File: config.mk
export PLATFORM = sky130hd
export DESIGN_NAME = adc_sample_decim
export DESIGN_NICKNAME = d
export VERILOG_FILES = /design/src/rtl/adc_sample_decim.sv
export SDC_FILE = /design/constraint.sdc
export NUM_CORES = 1
export LEC_CHECK = 0
export CAP_MARGIN = 20
export CORE_ASPECT_RATIO = 1.1
export CORE_MARGIN = 2
export CORE_UTILIZATION = 45
export DETAILED_ROUTE_END_ITERATION = 12
export RECOVER_POWER = 25
export SYNTH_ARGS = -nofsm -noshare
export SYNTH_HDL_FRONTEND = slang
export SYNTH_SLANG_ARGS = --single-unit
export TNS_END_PERCENT = 1
File: constraint.sdc
create_clock -name clk_in -period 6 [get_ports clk_in]
set_input_delay 0.9 -clock clk_in [delete_from_list [all_inputs] [get_ports clk_in]]
set_output_delay 0.9 -clock clk_in [all_outputs]
set_load 0.02 [all_outputs]
File: src/rtl/adc_sample_decim.sv
// adc_sample_decim: offset-binary ADC word -> two's complement, block average of 2^DECIM_LOG2 samples, 2^FIFO_AW-deep output FIFO.
// Latency: the N-th sample in cycle t gives out_valid in t+2 (t+3 with ADC_DC_BLOCK_EN) when the FIFO was empty.
// Backpressure: valid/ready pop; a word arriving while full with no pop is dropped and sets the sticky overflow flag.
// Optional build macro: ADC_DC_BLOCK_EN inserts a registered decimated-rate DC-removal stage ahead of the FIFO.
module adc_sample_decim #(
   parameter int DECIM_LOG2 = 4,
   parameter int FIFO_AW    = 3
) (
   input  logic               clk_in,
   input  logic               rst_n,
   input  logic [11:0]        sample_in,
   input  logic               sample_en,
   output logic [15:0]        out_data,
   output logic               out_valid,
   input  logic               out_ready,
   output logic [FIFO_AW:0]   fifo_level,
   output logic               overflow
);

   localparam int ACC_W = 12 + DECIM_LOG2;
   localparam int DEPTH = 1 << FIFO_AW;
   localparam logic [FIFO_AW:0] DEPTH_L = (FIFO_AW+1)'(DEPTH);

   // ------------------------------------------------------------------
   // Conversion and block accumulator
   // ------------------------------------------------------------------
   logic signed [11:0]        s_conv;
   logic signed [ACC_W-1:0]   sum_c;
   logic signed [ACC_W-1:0]   acc_q, acc_d;
   logic [DECIM_LOG2-1:0]     cnt_q, cnt_d;
   logic signed [11:0]        avg_q, avg_d;
   logic                      avg_valid_q, avg_valid_d;

   // Next-state for the accumulator: add the converted sample, or close the block and emit the floored mean.
   always_comb begin
      acc_d       = acc_q;
      cnt_d       = cnt_q;
      avg_d       = avg_q;
      avg_valid_d = 1'b0;
      // Flipping the MSB maps offset-binary midscale 0x800 to zero.
      s_conv      = {~sample_in[11], sample_in[10:0]};
      // The accumulator is wide enough for N full-scale samples, so the sum never wraps.
      sum_c       = acc_q + {{DECIM_LOG2{s_conv[11]}}, s_conv};
      if (sample_en) begin
         if (cnt_q == '1) begin
            // Arithmetic shift floors toward -inf; the mean always fits back into 12 bits.
            avg_d       = 12'(sum_c >>> DECIM_LOG2);
            avg_valid_d = 1'b1;
            acc_d       = '0;
            cnt_d       = '0;
         end else begin
            acc_d = sum_c;
            cnt_d = cnt_q + 1'b1;
         end
      end
   end

   // Accumulator, sample counter and averaged-sample register; reset discards any partial block.
   always_ff @(posedge clk_in) begin
      if (!rst_n) begin
         acc_q       <= '0;
         cnt_q       <= '0;
         avg_q       <= '0;
         avg_valid_q <= 1'b0;
      end else begin
         acc_q       <= acc_d;
         cnt_q       <= cnt_d;
         avg_q       <= avg_d;
         avg_valid_q <= avg_valid_d;
      end
   end

   // ------------------------------------------------------------------
   // FIFO write source: either the raw average or the DC-removed value
   // ------------------------------------------------------------------
   logic        push_vld;
   logic [15:0] push_dat;

`ifdef ADC_DC_BLOCK_EN
   // dc_acc holds 256x the running DC estimate (12.8 fixed point).
   logic signed [19:0] dc_acc_q, dc_acc_d;
   logic signed [12:0] dc_y_q, dc_y_d;
   logic signed [12:0] dc_y_c;
   logic signed [11:0] dc_int;
   logic               dc_vld_q, dc_vld_d;

   // One-pole DC tracker: subtract the integer part of the estimate, then fold the residual back in.
   always_comb begin
      dc_acc_d = dc_acc_q;
      dc_y_d   = dc_y_q;
      dc_vld_d = avg_valid_q;
      // Upper 12 bits equal dc_acc >>> 8 (floor of the estimate).
      dc_int   = dc_acc_q[19:8];
      dc_y_c   = {avg_q[11], avg_q} - {dc_int[11], dc_int};
      if (avg_valid_q) begin
         dc_y_d   = dc_y_c;
         dc_acc_d = dc_acc_q + {{7{dc_y_c[12]}}, dc_y_c};
      end
   end

   // DC stage registers, updated only at the decimated rate.
   always_ff @(posedge clk_in) begin
      if (!rst_n) begin
         dc_acc_q <= '0;
         dc_y_q   <= '0;
         dc_vld_q <= 1'b0;
      end else begin
         dc_acc_q <= dc_acc_d;
         dc_y_q   <= dc_y_d;
         dc_vld_q <= dc_vld_d;
      end
   end

   // Sign-extend the 13-bit residual into the FIFO word.
   always_comb begin
      push_vld = dc_vld_q;
      push_dat = {{3{dc_y_q[12]}}, dc_y_q};
   end
`else
   // Sign-extend the 12-bit average into the FIFO word.
   always_comb begin
      push_vld = avg_valid_q;
      push_dat = {{4{avg_q[11]}}, avg_q};
   end
`endif

   // ------------------------------------------------------------------
   // Show-ahead output FIFO
   // ------------------------------------------------------------------
   logic [15:0]        mem_q [DEPTH];
   logic [FIFO_AW-1:0] wr_ptr_q, wr_ptr_d;
   logic [FIFO_AW-1:0] rd_ptr_q, rd_ptr_d;
   logic [FIFO_AW:0]   level_q, level_d;
   logic               ovf_q, ovf_d;
   logic               full_c, pop_c, push_ok_c;

   // Pointer/level next-state; a pop in the same cycle frees the slot a full-FIFO push needs.
   always_comb begin
      wr_ptr_d  = wr_ptr_q;
      rd_ptr_d  = rd_ptr_q;
      level_d   = level_q;
      full_c    = (level_q == DEPTH_L);
      pop_c     = (level_q != '0) && out_ready;
      push_ok_c = push_vld && (!full_c || pop_c);
      ovf_d     = ovf_q | (push_vld && full_c && !pop_c);
      if (push_ok_c) begin
         wr_ptr_d = wr_ptr_q + 1'b1;
      end
      if (pop_c) begin
         rd_ptr_d = rd_ptr_q + 1'b1;
      end
      if (push_ok_c && !pop_c) begin
         level_d = level_q + 1'b1;
      end else if (!push_ok_c && pop_c) begin
         level_d = level_q - 1'b1;
      end
   end

   // FIFO state; storage is cleared on reset so the head reads 0x0000 out of reset.
   always_ff @(posedge clk_in) begin
      if (!rst_n) begin
         wr_ptr_q <= '0;
         rd_ptr_q <= '0;
         level_q  <= '0;
         ovf_q    <= 1'b0;
         for (int i = 0; i < DEPTH; i++) begin
            mem_q[i] <= '0;
         end
      end else begin
         wr_ptr_q <= wr_ptr_d;
         rd_ptr_q <= rd_ptr_d;
         level_q  <= level_d;
         ovf_q    <= ovf_d;
         if (push_ok_c) begin
            mem_q[wr_ptr_q] <= push_dat;
         end
      end
   end

   // Outputs reflect the FIFO head and registered status directly.
   always_comb begin
      out_data   = mem_q[rd_ptr_q];
      out_valid  = (level_q != '0);
      fifo_level = level_q;
      overflow   = ovf_q;
   end

endmodule

==> impl_metrics.toml <==
[logic_synthesis]
synthTopCellsByArea = "edfxtp_1 (42%), dfxtp_1 (14%), and2_1 (8.9%)"
ys_types = 58
syn_inst = 554
synth_nets = 593
synthesis.area_mm2 = 0.006880
yosysSeqAreaShare_pct = 55.57
synth_top_area_share_pct = 41.90
yosys.area.top_type = "edfxtp_1"
synth_seq_cells = 143
ys.flop_type = "edfxtp_1"
yosys_warnings = 0
synth_edf_count = 96
async_flop_share_pct = 0
syn_avg_cell_area_um2 = 12.42

[global_routing]
grt-ovfl-total = 0
antenna_found_initial = 0
track_usage_pct = 19.27
grt_pass1_wl_um = 23340
grt_max_degree = 30
first_global_vias = 4301

[floorplanning]
die_y_um = 133.7
rows = 47
fp.coreArea_mm2 = 0.01500
start_util_pct = 45.88
num_io_pins = 38
die_area_mm2 = 0.01630
die_x_um = 121.9

[drt]
drcViolationCount = 0
routed_wirelength_um = 14730
viasPerCell = 5.407
drt_iter0_drc = 235
drtPass1Iterations = 4
ant_nets = 0
wl_met3_um = 492
num_vias = 4315
wl_met1_um = 6331
wl_per_cell_um = 18.46
met2WireLength_um = 7697
top_layer = "met4"

[sta]
finalSetupViolCount = 0
finalHoldViolations = 0
fmaxAchievable_mhz = 227.6
fin_hold_ws_ns = 0.4583
min_period_ns = 4.394
finClkSkew_ns = 0.007524
maxSlewViolCount = 0
rsz0062_at_grt = "no"
max_slew_margin_pct = 21.59
finalCritPeriodShare_pct = 73.23
final.setup.tns_ns = 0
tightest_slew_ns = 1.176

[final_layout]
nFillCells = 1305
nNetsFinal = 628
drive_gt1_share_pct = 12.62
layout_common_cells = "edfxtp_1 (96), and2_1 (79), dfxtp_1 (47)"
final_common_cell = "edfxtp_1"
num_antenna_cells = 0
syn_to_final_growth_pct = 16.91

[power]
vdd_drop_max_mv = 0.1522
p_total_mw = 2.485
powerDensity_mw_per_mm2 = 308.9
p_leak_nw = 2.909

[cts]
ctsHtreeMaxLevel = 4
cts_buffers = 17
ctsResizeCount = 0
cts.clk_slew.worst_paths_ns = 0.06
cts_tree = "done"
clk_path_buf_depth = 2
clk_latency_ns = 0.42
numClockSinks = 143
hold_buffers = 0
post_cts_buffers = 0
cts_root_buffer = "clkbuf_16"

[setup_path]
arrival_ns = 4.44
critPathLaunchType = "input port"
r2r_end = "mem_q[6][9]"
critical_path.startpoint = "rst_n"
cp_max_fo = 29
path_class = "input port to flip-flop"
end_kind = "flip-flop"
required_ns = 6.05
crit_end = "mem_q[4][8]"
reg2reg_setup_slack_ns = 3.00
r2r_start = "fifo_level[0]"
reg2regPathDepth = 7

[job]
cap_violations = 0

[placement]
io_buffers = 37
hpwl_um = 10160
gp_congestion = 0.8948

[status]
status = "finished clean"

[worst_hold_path]
holdCritStartpoint = "acc_q[11]"
hold_path.class = "flip-flop to flip-flop"
[final cells by class]
type | count | area [um^2] | share of cell area (%)
inverters | 9 | 33.78 | 0.4200
clock inverters | 14 | 196.4 | 2.442
well taps | 196 | 245.2 | 3.049
multi-input cells | 371 | 2873 | 35.71
repair buffers | 47 | 442.9 | 5.506
clock buffers | 18 | 429.2 | 5.335
flip-flops and latches | 143 | 3824 | 47.53
[per-layer routing]
layer | vias up | GRT usage, %
li1 | 2092 | -
met2 | 80 | 33.61
met1 | 2126 | 23.99
met5 | - | 0
met3 | 17 | 3.810
met4 | 0 | 6.130
[how the worst min path moves through the flow]
| stage | end | slack, ns | depth (start not counted) |
|---|---|---|---|
| 2_1_floorplan | acc_q[10] | 0.43 | 2 |
| 3_3_place_gp | acc_q[14] | 0.44 | 2 |
| 3_5_place_dp | acc_q[11] | 0.45 | 2 |
| 4_1_cts | acc_q[14] | 0.46 | 2 |
| 5_1_grt | acc_q[14] | 0.49 | 2 |
| 6_report | acc_q[11] | 0.46 | 2 |
[where the power goes]
group | internal [mW] | leakage, nW | switching [mW]
clock | 0.729 | 0.304 | 0.398
combinational | 0.102 | 1.31 | 0.136
sequential | 1.10 | 1.29 | 0.0198
total | 1.93 | 2.91 | 0.554
[cells in the mapped netlist, types with 4 or more instances]
cell      instances
a21oi_1          19
and2_1           98
nor2_1           30
a22oi_1           7
mux2_2           12
buf_2             4
nand3_1          11
clkbuf_1         19
inv_1             8
nand2b_1          8
a31oi_1           4
nand2_1          33
xnor2_1          11
o21ai_0          17
dfxtp_1          47
a21o_1            8
ha_1             21
or3_1             4
xor2_1           10
edfxtp_1         96
nor3_1            6
mux4_2           24
buf_4             5
[state kept, by name, indices dropped and copies added, names as in the netlist, named ones only]
register     flops
avg_valid_q      1
mem_q           96
rd_ptr_q         3
wr_ptr_q         3
overflow         1
avg_q           12
fifo_level       4
cnt_q            4
acc_q           16
[logic make-up (layout without fill, tap and decap cells)]
group	count (synthesis)	in the layout	synth area share, %
compound gates	83	83	8.092
simple gates	205	205	16.26
flops	143	143	55.57
xor+xnor	21	21	2.673
buf+inv	40	88	2.746
mux	39	39	10.26
fa+ha+maj	23	23	4.401
[worst max-delay path: stages]
cell           delay [ns]
dlygate4sd3_1        0.52
clkbuf_1             0.86
inv_1                0.48
clkbuf_1             0.47
nor4_1               0.39
buf_4                0.24
nand2b_1             0.56
[stage by stage]
stage          setup WS, ns  instances  utilization [%]  cell area [um^2]
2_1_floorplan         3.137        554                -              6880
3_3_place_gp          1.927        764            49.35              7401
3_5_place_dp          2.123        766            49.62              7441
4_1_cts               2.422        798            53.79              8066
5_1_grt               1.290        798            53.64              8044
6_report              1.606        798            53.64              8044
(Power assumes the default switching activity.)
